<file path="src/rtl/multicycle_decoder.sv">
// Multicycle RV32I control unit: fetch/exec/mem/trap sequencer that decodes a latched
// instruction into datapath controls, with a bounded wait for RAM completion.
module multicycle_decoder #(
  parameter int DATA_WIDTH        = 32,
  parameter int INSTR_WIDTH       = 32,
  parameter int RF_ADDR_BUS_WIDTH = 5,
  parameter int ALU_OP_WIDTH      = 10,
  parameter int MEM_TIMEOUT       = 15
) (
  input  logic                         clk_i,
  input  logic                         reset_ni,
  input  logic [INSTR_WIDTH-1:0]       instr_i,
  input  logic                         instr_valid_i,
  input  logic                         br_cond_equal_i,
  input  logic                         br_cond_lt_i,
  input  logic                         br_cond_ltu_i,
  input  logic                         mem_ready_i,
  input  logic                         trap_clear_i,
  output logic                         instr_ack_o,
  output logic                         pc_ready_o,
  output logic                         br_en_o,
  output logic [1:0]                   br_sel_o,
  output logic [DATA_WIDTH-1:0]        alu_a_imm_o,
  output logic [DATA_WIDTH-1:0]        alu_b_imm_o,
  output logic [1:0]                   alu_a_sel_o,
  output logic [1:0]                   alu_b_sel_o,
  output logic [ALU_OP_WIDTH-1:0]      alu_op_sel_o,
  output logic [1:0]                   rf_wr_sel_o,
  output logic                         rf_wr_en_o,
  output logic [RF_ADDR_BUS_WIDTH-1:0] rf_rd_a_addr_o,
  output logic [RF_ADDR_BUS_WIDTH-1:0] rf_rd_b_addr_o,
  output logic [RF_ADDR_BUS_WIDTH-1:0] rf_wr_addr_o,
  output logic                         ram_rd_en_o,
  output logic                         ram_wr_en_o,
  output logic [1:0]                   mem_size_o,
  output logic                         mem_unsigned_o,
  output logic                         trap_o,
  output logic [1:0]                   trap_cause_o,
  output logic [2:0]                   state_debug_o
);

  localparam int CNT_W = $clog2(MEM_TIMEOUT + 1);
  localparam logic [CNT_W-1:0] CNT_LAST = CNT_W'(MEM_TIMEOUT - 1);

  typedef enum logic [2:0] {
    S_FETCH = 3'd0,
    S_EXEC  = 3'd1,
    S_MEM   = 3'd2,
    S_TRAP  = 3'd4
  } state_t;

  localparam logic [6:0] OPC_OP     = 7'b0110011;
  localparam logic [6:0] OPC_OPIMM  = 7'b0010011;
  localparam logic [6:0] OPC_LUI    = 7'b0110111;
  localparam logic [6:0] OPC_AUIPC  = 7'b0010111;
  localparam logic [6:0] OPC_JAL    = 7'b1101111;
  localparam logic [6:0] OPC_JALR   = 7'b1100111;
  localparam logic [6:0] OPC_BRANCH = 7'b1100011;
  localparam logic [6:0] OPC_LOAD   = 7'b0000011;
  localparam logic [6:0] OPC_STORE  = 7'b0100011;
  localparam logic [6:0] OPC_FENCE  = 7'b0001111;
  localparam logic [6:0] OPC_SYSTEM = 7'b1110011;

  state_t                 state;
  logic [INSTR_WIDTH-1:0] ir;
  logic [CNT_W-1:0]       wait_cnt;
  logic [1:0]             cause;

  logic [6:0] opcode, funct7;
  logic [2:0] funct3;
  logic [4:0] rd, rs1, rs2;
  logic       rd_nz, illegal, sys_trap, br_taken;
  logic       is_op, is_opimm, is_lui, is_auipc, is_jal, is_jalr, is_branch, is_load, is_store;
  logic signed [31:0] imm_i, imm_s, imm_b, imm_j, imm_u;

  assign opcode = ir[6:0];
  assign rd     = ir[11:7];
  assign funct3 = ir[14:12];
  assign rs1    = ir[19:15];
  assign rs2    = ir[24:20];
  assign funct7 = ir[31:25];
  assign rd_nz  = |rd;

  assign is_op     = (opcode == OPC_OP);
  assign is_opimm  = (opcode == OPC_OPIMM);
  assign is_lui    = (opcode == OPC_LUI);
  assign is_auipc  = (opcode == OPC_AUIPC);
  assign is_jal    = (opcode == OPC_JAL);
  assign is_jalr   = (opcode == OPC_JALR);
  assign is_branch = (opcode == OPC_BRANCH);
  assign is_load   = (opcode == OPC_LOAD);
  assign is_store  = (opcode == OPC_STORE);
  assign sys_trap  = (opcode == OPC_SYSTEM) && !illegal;

  assign imm_i = {{20{ir[31]}}, ir[31:20]};
  assign imm_s = {{20{ir[31]}}, ir[31:25], ir[11:7]};
  assign imm_b = {{20{ir[31]}}, ir[7], ir[30:25], ir[11:8], 1'b0};
  assign imm_j = {{12{ir[31]}}, ir[19:12], ir[20], ir[30:21], 1'b0};
  assign imm_u = {ir[31:12], 12'b0};

  // NOTE: every signal written in always_comb gets a default first, so no path can infer a latch.
  always_comb begin
    illegal = 1'b0;
    case (opcode)
      OPC_OP:     illegal = !((funct7 == 7'h00) ||
                              (funct7 == 7'h20 && (funct3 == 3'b000 || funct3 == 3'b101)));
      OPC_OPIMM: begin
        if (funct3 == 3'b001)      illegal = (funct7 != 7'h00);
        else if (funct3 == 3'b101) illegal = !(funct7 == 7'h00 || funct7 == 7'h20);
      end
      OPC_LOAD:   illegal = (funct3 == 3'b011) || (funct3[2:1] == 2'b11);
      OPC_STORE:  illegal = (funct3 >= 3'b011);
      OPC_BRANCH: illegal = (funct3[2:1] == 2'b01);
      OPC_JALR:   illegal = (funct3 != 3'b000);
      OPC_SYSTEM: illegal = !(ir[31:0] == 32'h0000_0073 || ir[31:0] == 32'h0010_0073);
      OPC_LUI, OPC_AUIPC, OPC_JAL, OPC_FENCE: illegal = 1'b0;
      default:    illegal = 1'b1;
    endcase
  end

  always_comb begin
    br_taken = 1'b0;
    case (funct3)
      3'b000:  br_taken = br_cond_equal_i;
      3'b001:  br_taken = !br_cond_equal_i;
      3'b100:  br_taken = br_cond_lt_i;
      3'b101:  br_taken = !br_cond_lt_i;
      3'b110:  br_taken = br_cond_ltu_i;
      3'b111:  br_taken = !br_cond_ltu_i;
      default: br_taken = 1'b0;
    endcase
  end

  // NOTE: sequential state uses non-blocking assignments only; the instruction register is
  // reset too, so every decode output reads as zero straight out of reset.
  always_ff @(posedge clk_i or negedge reset_ni) begin
    if (!reset_ni) begin
      state    <= S_FETCH;
      ir       <= '0;
      wait_cnt <= '0;
      cause    <= 2'b00;
    end else begin
      case (state)
        S_FETCH: if (instr_valid_i) begin
          ir    <= instr_i;
          state <= S_EXEC;
        end
        S_EXEC: begin
          wait_cnt <= '0;
          if (illegal) begin
            state <= S_TRAP;
            cause <= 2'b01;
          end else if (sys_trap) begin
            state <= S_TRAP;
            cause <= 2'b10;
          end else if (is_load || is_store) begin
            state <= S_MEM;
          end else begin
            state <= S_FETCH;
          end
        end
        S_MEM: begin
          if (mem_ready_i) begin
            state    <= S_FETCH;
            wait_cnt <= '0;
          end else if (wait_cnt == CNT_LAST) begin
            state    <= S_TRAP;
            cause    <= 2'b11;
            wait_cnt <= '0;
          end else begin
            wait_cnt <= wait_cnt + 1'b1;
          end
        end
        S_TRAP: if (trap_clear_i) begin
          state <= S_FETCH;
          cause <= 2'b00;
        end
        default: state <= S_FETCH;
      endcase
    end
  end

  // Static decode of the latched instruction; only meaningful while in EXEC or MEM.
  always_comb begin
    alu_a_imm_o    = '0;
    alu_b_imm_o    = '0;
    alu_a_sel_o    = 2'b00;
    alu_b_sel_o    = 2'b00;
    alu_op_sel_o   = '0;
    br_sel_o       = 2'b00;
    rf_wr_sel_o    = 2'b00;
    mem_size_o     = 2'b00;
    mem_unsigned_o = 1'b0;
    rf_rd_a_addr_o = RF_ADDR_BUS_WIDTH'(rs1);
    rf_rd_b_addr_o = RF_ADDR_BUS_WIDTH'(rs2);
    rf_wr_addr_o   = RF_ADDR_BUS_WIDTH'(rd);
    if (is_op) alu_op_sel_o = ALU_OP_WIDTH'({funct7, funct3});
    if (is_opimm) begin
      alu_op_sel_o = (funct3 == 3'b101 && funct7 == 7'h20) ? ALU_OP_WIDTH'({7'h20, 3'b101})
                                                           : ALU_OP_WIDTH'(funct3);
      alu_b_sel_o  = 2'b01;
      alu_b_imm_o  = DATA_WIDTH'(imm_i);
    end
    if (is_lui || is_auipc) begin
      alu_a_sel_o = is_lui ? 2'b10 : 2'b01;
      alu_b_sel_o = 2'b01;
      alu_b_imm_o = DATA_WIDTH'(imm_u);
    end
    if (is_jal) begin
      alu_a_sel_o = 2'b01;
      alu_b_sel_o = 2'b10;
      alu_a_imm_o = DATA_WIDTH'(imm_j);
      br_sel_o    = 2'b01;
      rf_wr_sel_o = 2'b10;
    end
    if (is_jalr) begin
      alu_b_sel_o = 2'b01;
      alu_b_imm_o = DATA_WIDTH'(imm_i);
      br_sel_o    = 2'b10;
      rf_wr_sel_o = 2'b10;
    end
    if (is_branch) begin
      alu_a_imm_o = DATA_WIDTH'(imm_b);
      br_sel_o    = 2'b01;
    end
    if (is_load || is_store) begin
      alu_b_sel_o    = 2'b01;
      alu_b_imm_o    = is_load ? DATA_WIDTH'(imm_i) : DATA_WIDTH'(imm_s);
      mem_size_o     = funct3[1:0];
      mem_unsigned_o = funct3[2];
      rf_wr_sel_o    = is_load ? 2'b01 : 2'b00;
    end
  end

  always_comb begin
    pc_ready_o  = 1'b0;
    br_en_o     = 1'b0;
    rf_wr_en_o  = 1'b0;
    ram_rd_en_o = 1'b0;
    ram_wr_en_o = 1'b0;
    case (state)
      S_EXEC: if (!illegal && !sys_trap) begin
        ram_rd_en_o = is_load;
        ram_wr_en_o = is_store;
        pc_ready_o  = !(is_load || is_store);
        rf_wr_en_o  = rd_nz && (is_op || is_opimm || is_lui || is_auipc || is_jal || is_jalr);
        br_en_o     = is_jal || is_jalr || (is_branch && br_taken);
      end
      S_MEM: begin
        ram_rd_en_o = is_load;
        ram_wr_en_o = is_store;
        pc_ready_o  = mem_ready_i;
        rf_wr_en_o  = mem_ready_i && is_load && rd_nz;
      end
      default: ;
    endcase
  end

  // The acknowledge is gated by reset so a valid held during reset is not echoed back.
  assign instr_ack_o   = reset_ni && (state == S_FETCH) && instr_valid_i;
  assign trap_o        = (state == S_TRAP);
  assign trap_cause_o  = cause;
  assign state_debug_o = state;

endmodule

</file>
<file path="config.mk">
export PLATFORM = sky130hd
export DESIGN_NAME = multicycle_decoder
export DESIGN_NICKNAME = d
export VERILOG_FILES = /design/src/rtl/multicycle_decoder.sv
export SDC_FILE = /design/constraint.sdc
export NUM_CORES = 1
export LEC_CHECK = 0
export ABC_AREA = 1
export CAP_MARGIN = 20
export CORE_MARGIN = 4
export CORE_UTILIZATION = 35
export CTS_BUF_LIST = sky130_fd_sc_hd__clkbuf_2 sky130_fd_sc_hd__clkbuf_4 sky130_fd_sc_hd__clkbuf_8
export CTS_CLUSTER_DIAMETER = 150
export DETAILED_ROUTE_END_ITERATION = 7
export GPL_TIMING_DRIVEN = 0
export PLACE_DENSITY = 0.72
export SYNTH_ARGS = -nofsm -noshare
export SYNTH_HDL_FRONTEND = slang
export SYNTH_SLANG_ARGS = --single-unit
</file>
<file path="constraint.sdc">
create_clock -name clk_i -period 2.93 [get_ports clk_i]
set_input_delay 0.7325 -clock clk_i [delete_from_list [all_inputs] [get_ports clk_i]]
set_output_delay 0.7325 -clock clk_i [all_outputs]
set_load 0.02 [all_outputs]
</file>
==> flow_summary.yaml <==
run_status:
  outcome: "finished, final reports clean"
grt:
  grt_max_degree: 40
  antenna_found_initial: 0
  grtUsageTotal: 0.226
  first_global_vias: 3804
  globalRoute.totalOverflow: 0
  grt_pass1_wl_um: 18500
layout:
  areaGrowthSynthToFinish_pct: 63.1
  nets: 662
  fin_area_um2: 5000
  fin_cells: 725
  drive_gt1_frac: 0.277
  layout_common_cells: "nand2_1 (80), clkdlybuf4s50_1 (72), nor2_1 (53), inv_1 (51), o21ai_0 (47)"
  n_antenna_cell: 0
  layout.cells.most_common: "nand2_1"
worst_setup_path:
  cp_top_family: "buffers and inverters"
  required_ns: 2.20
  worstSetupPathType: "reg2out"
  cp-start-kind: "flop"
  cpPeakStageDelay_ns: 0.40
  worst-r2r-cell-count: 14
  crit_buf_inv: 4
  reg2reg_to: "state_debug_o[2]"
  crit_path_frequent_cell: "inv_1"
  critical_path.cell_chain: "nand2_1, nor2_2, inv_1, a21oi_2, inv_1, clkbuf_2, o211ai_1, dlygate4sd2_1"
  regToRegSetupSlack_ns: 1.07
  critPathSlowestCell: "dfrtp_1"
  crit_path_end_kind: "output pin"
  crit_fanout: 10
  arrival_ns: 2.16
  rr_startpoint: "ir[3]"
sta:
  hold_viol: 0
  maxSlewViolCount: 0
  fin_crit_sh: 0.987
  setup_violations: 0
  min_period_ns: 2.89
  setup_tns_ns: 0
  grt_setup_unrepaired: "yes"
  slew_headroom: 0.631
  worst_pin_slew_ns: 0.553
  fmax_mhz: 346
  fin_skew_ns: 0.00899
yosys:
  synth_edf_count: 0
  async_flop_share: 1.00
  ys_warn_count: 0
  ys_ff_latch: 41
  netlist_area_um2: 3070
  synth_flop_cell: "dfrtp_1"
  ys_seq_area_frac: 0.334
  synth_area_per_cell_um2: 6.96
  synth_nets: 483
  synth_cell_types: 34
  synthCells: 441
floorplanning:
  rows: 33
  io_pins: 152
  core_um2: 8380
  die_h_um: 102
  die_w_um: 102
  initial_utilization: 0.366
  die-area_um2: 10300
clocking:
  holdBufCountCts: 0
  htree_levels: 2
  clk_transition_reported_paths_ns: 0.08
  numCtsBuffers: 5
  clockBufferDepth: 2
  cts_tree: "done"
  insertion_delay_ns: 0.30
  cts_root_buffer: "clkbuf_8"
  cts_sinks: 41
pwr:
  p_int_uw: 1950
  sequentialPowerShare: 0.271
  power_density_nw_per_um2: 741
  switching_share: 0.473
  p_comb_frac: 0.605
  clockPowerShare: 0.124
  p_sw_uw: 1750
  peakVddDrop_mv: 0.271
  leakage_uw: 0.00274
routing:
  drt-total-wl_um: 11800
  antenna_left: 0
  vias: 3656
  wl_per_cell_um: 16.3
  drc_errors: 0
  viasPerCell: 5.04
  dr.pass1.iters: 4
  drt_iter0_markers: 177
flow_run:
  cap_viol_max_count: 0
placement:
  port_buffers: 150
  numPlacedInstances: 697
  routabilityCongestion: 0.858
  dpl-instance-area_um2: 4720
  dp_hpwl_um: 8820
worst_hold_path:
  holdCritPathClass: "in2async"
stage by stage:
stage	setup WS (ns)	hold slack, ns	util	total power (uW)
final	0.0375	0.241	0.597	3700
after global routing	-0.0923	0.233	0.597	3960
after CTS	0.000289	0.233	0.575	3540
after detailed placement	-0.350	0.465	0.563	3060
after global placement	-1.28	0.461	0.561	3020
after floorplan	0.177	0.437	-	2270
power by group through the flow:
stage	combinational (uW)	sequential [uW]	clock, uW
after detailed placement	2050	1020	0
final	2240	1000	458
after global placement	2020	1000	0
after CTS	2070	1000	466
after global routing	2430	1040	485
after floorplan	1280	999	0
how the worst max path moves through the flow:
| stage | start | endpoint | slack, ns | cells past startpoint |
|---|---|---|---|---|
| after floorplan | ir[3] | alu_a_imm_o[21] | 0.18 | 9 |
| after global placement | reset_ni | instr_ack_o | -1.28 | 4 |
| after detailed placement | ir[3] | alu_a_imm_o[27] | -0.35 | 10 |
| after CTS | ir[13] | pc_ready_o | 0.0003 | 13 |
| after global routing | ir[4] | alu_b_imm_o[20] | -0.09 | 8 |
| final | ir[4] | alu_b_imm_o[20] | 0.04 | 8 |
state kept, by name, indices dropped and copies added (netlist names):
register       cells
trap_cause_o       2
wait_cnt           4
ir                32
state_debug_o      3
logic make-up (layout without fill, tap and decap cells):
logic type | after synthesis | count (layout) | share of synthesized area
AOI/OAI and AO/OA | 99 | 99 | 0.187
adders and majority gates | 2 | 2 | 0.00816
buffers and inverters | 106 | 284 | 0.169
DFF | 41 | 41 | 0.334
other | 1 | 1 | 0.00122
and+or+nand+nor | 192 | 193 | 0.300
what timing repair did:
item / 4_1_cts / 5_1_grt
endpoints found under the setup margin: 76 / 54
pin swaps: 4 / 5
gates cloned: 1 / 0
resized for setup: 179 / 78
setup buffers: 11 / 9
synth_stat cells (4+ instances only):
library cell  instances  share of area
nor2_2                5          0.010
clkbuf_1              9          0.011
inv_1                55          0.067
inv_2                11          0.013
nand3_2               4          0.013
a221oi_1              5          0.014
nor3_1                7          0.011
o21ai_0              47          0.077
o21ai_1               8          0.013
nand3_1              11          0.018
nand2_4               6          0.022
buf_4                29          0.071
dfrtp_1              41           0.33
nand2_2              11          0.022
nor2_1               58          0.071
o31ai_1               6          0.015
o211ai_1              8          0.020
a21oi_1              18          0.029
nand2_1              83           0.10
metal layers:
metal | up-vias | track usage | share of wire
met2 | 158 | 0.387 | 0.49
met1 | 1735 | 0.273 | 0.39
met5 | - | 0 | 0
li1 | 1746 | - | -
met3 | 17 | 0.0661 | 0.099
met4 | 0 | 0.0736 | 0.016
layout make-up:
class,instances,area (um2)
multi-input cells,295,1670
plain buffers,40,300
clock buffers,5,68.8
clock inverters,2,35.0
well taps,105,131
repair buffers,171,1510
inverters,66,260
fillers,822,3380
flip-flops and latches,41,1030
(Power assumes the default switching activity.)
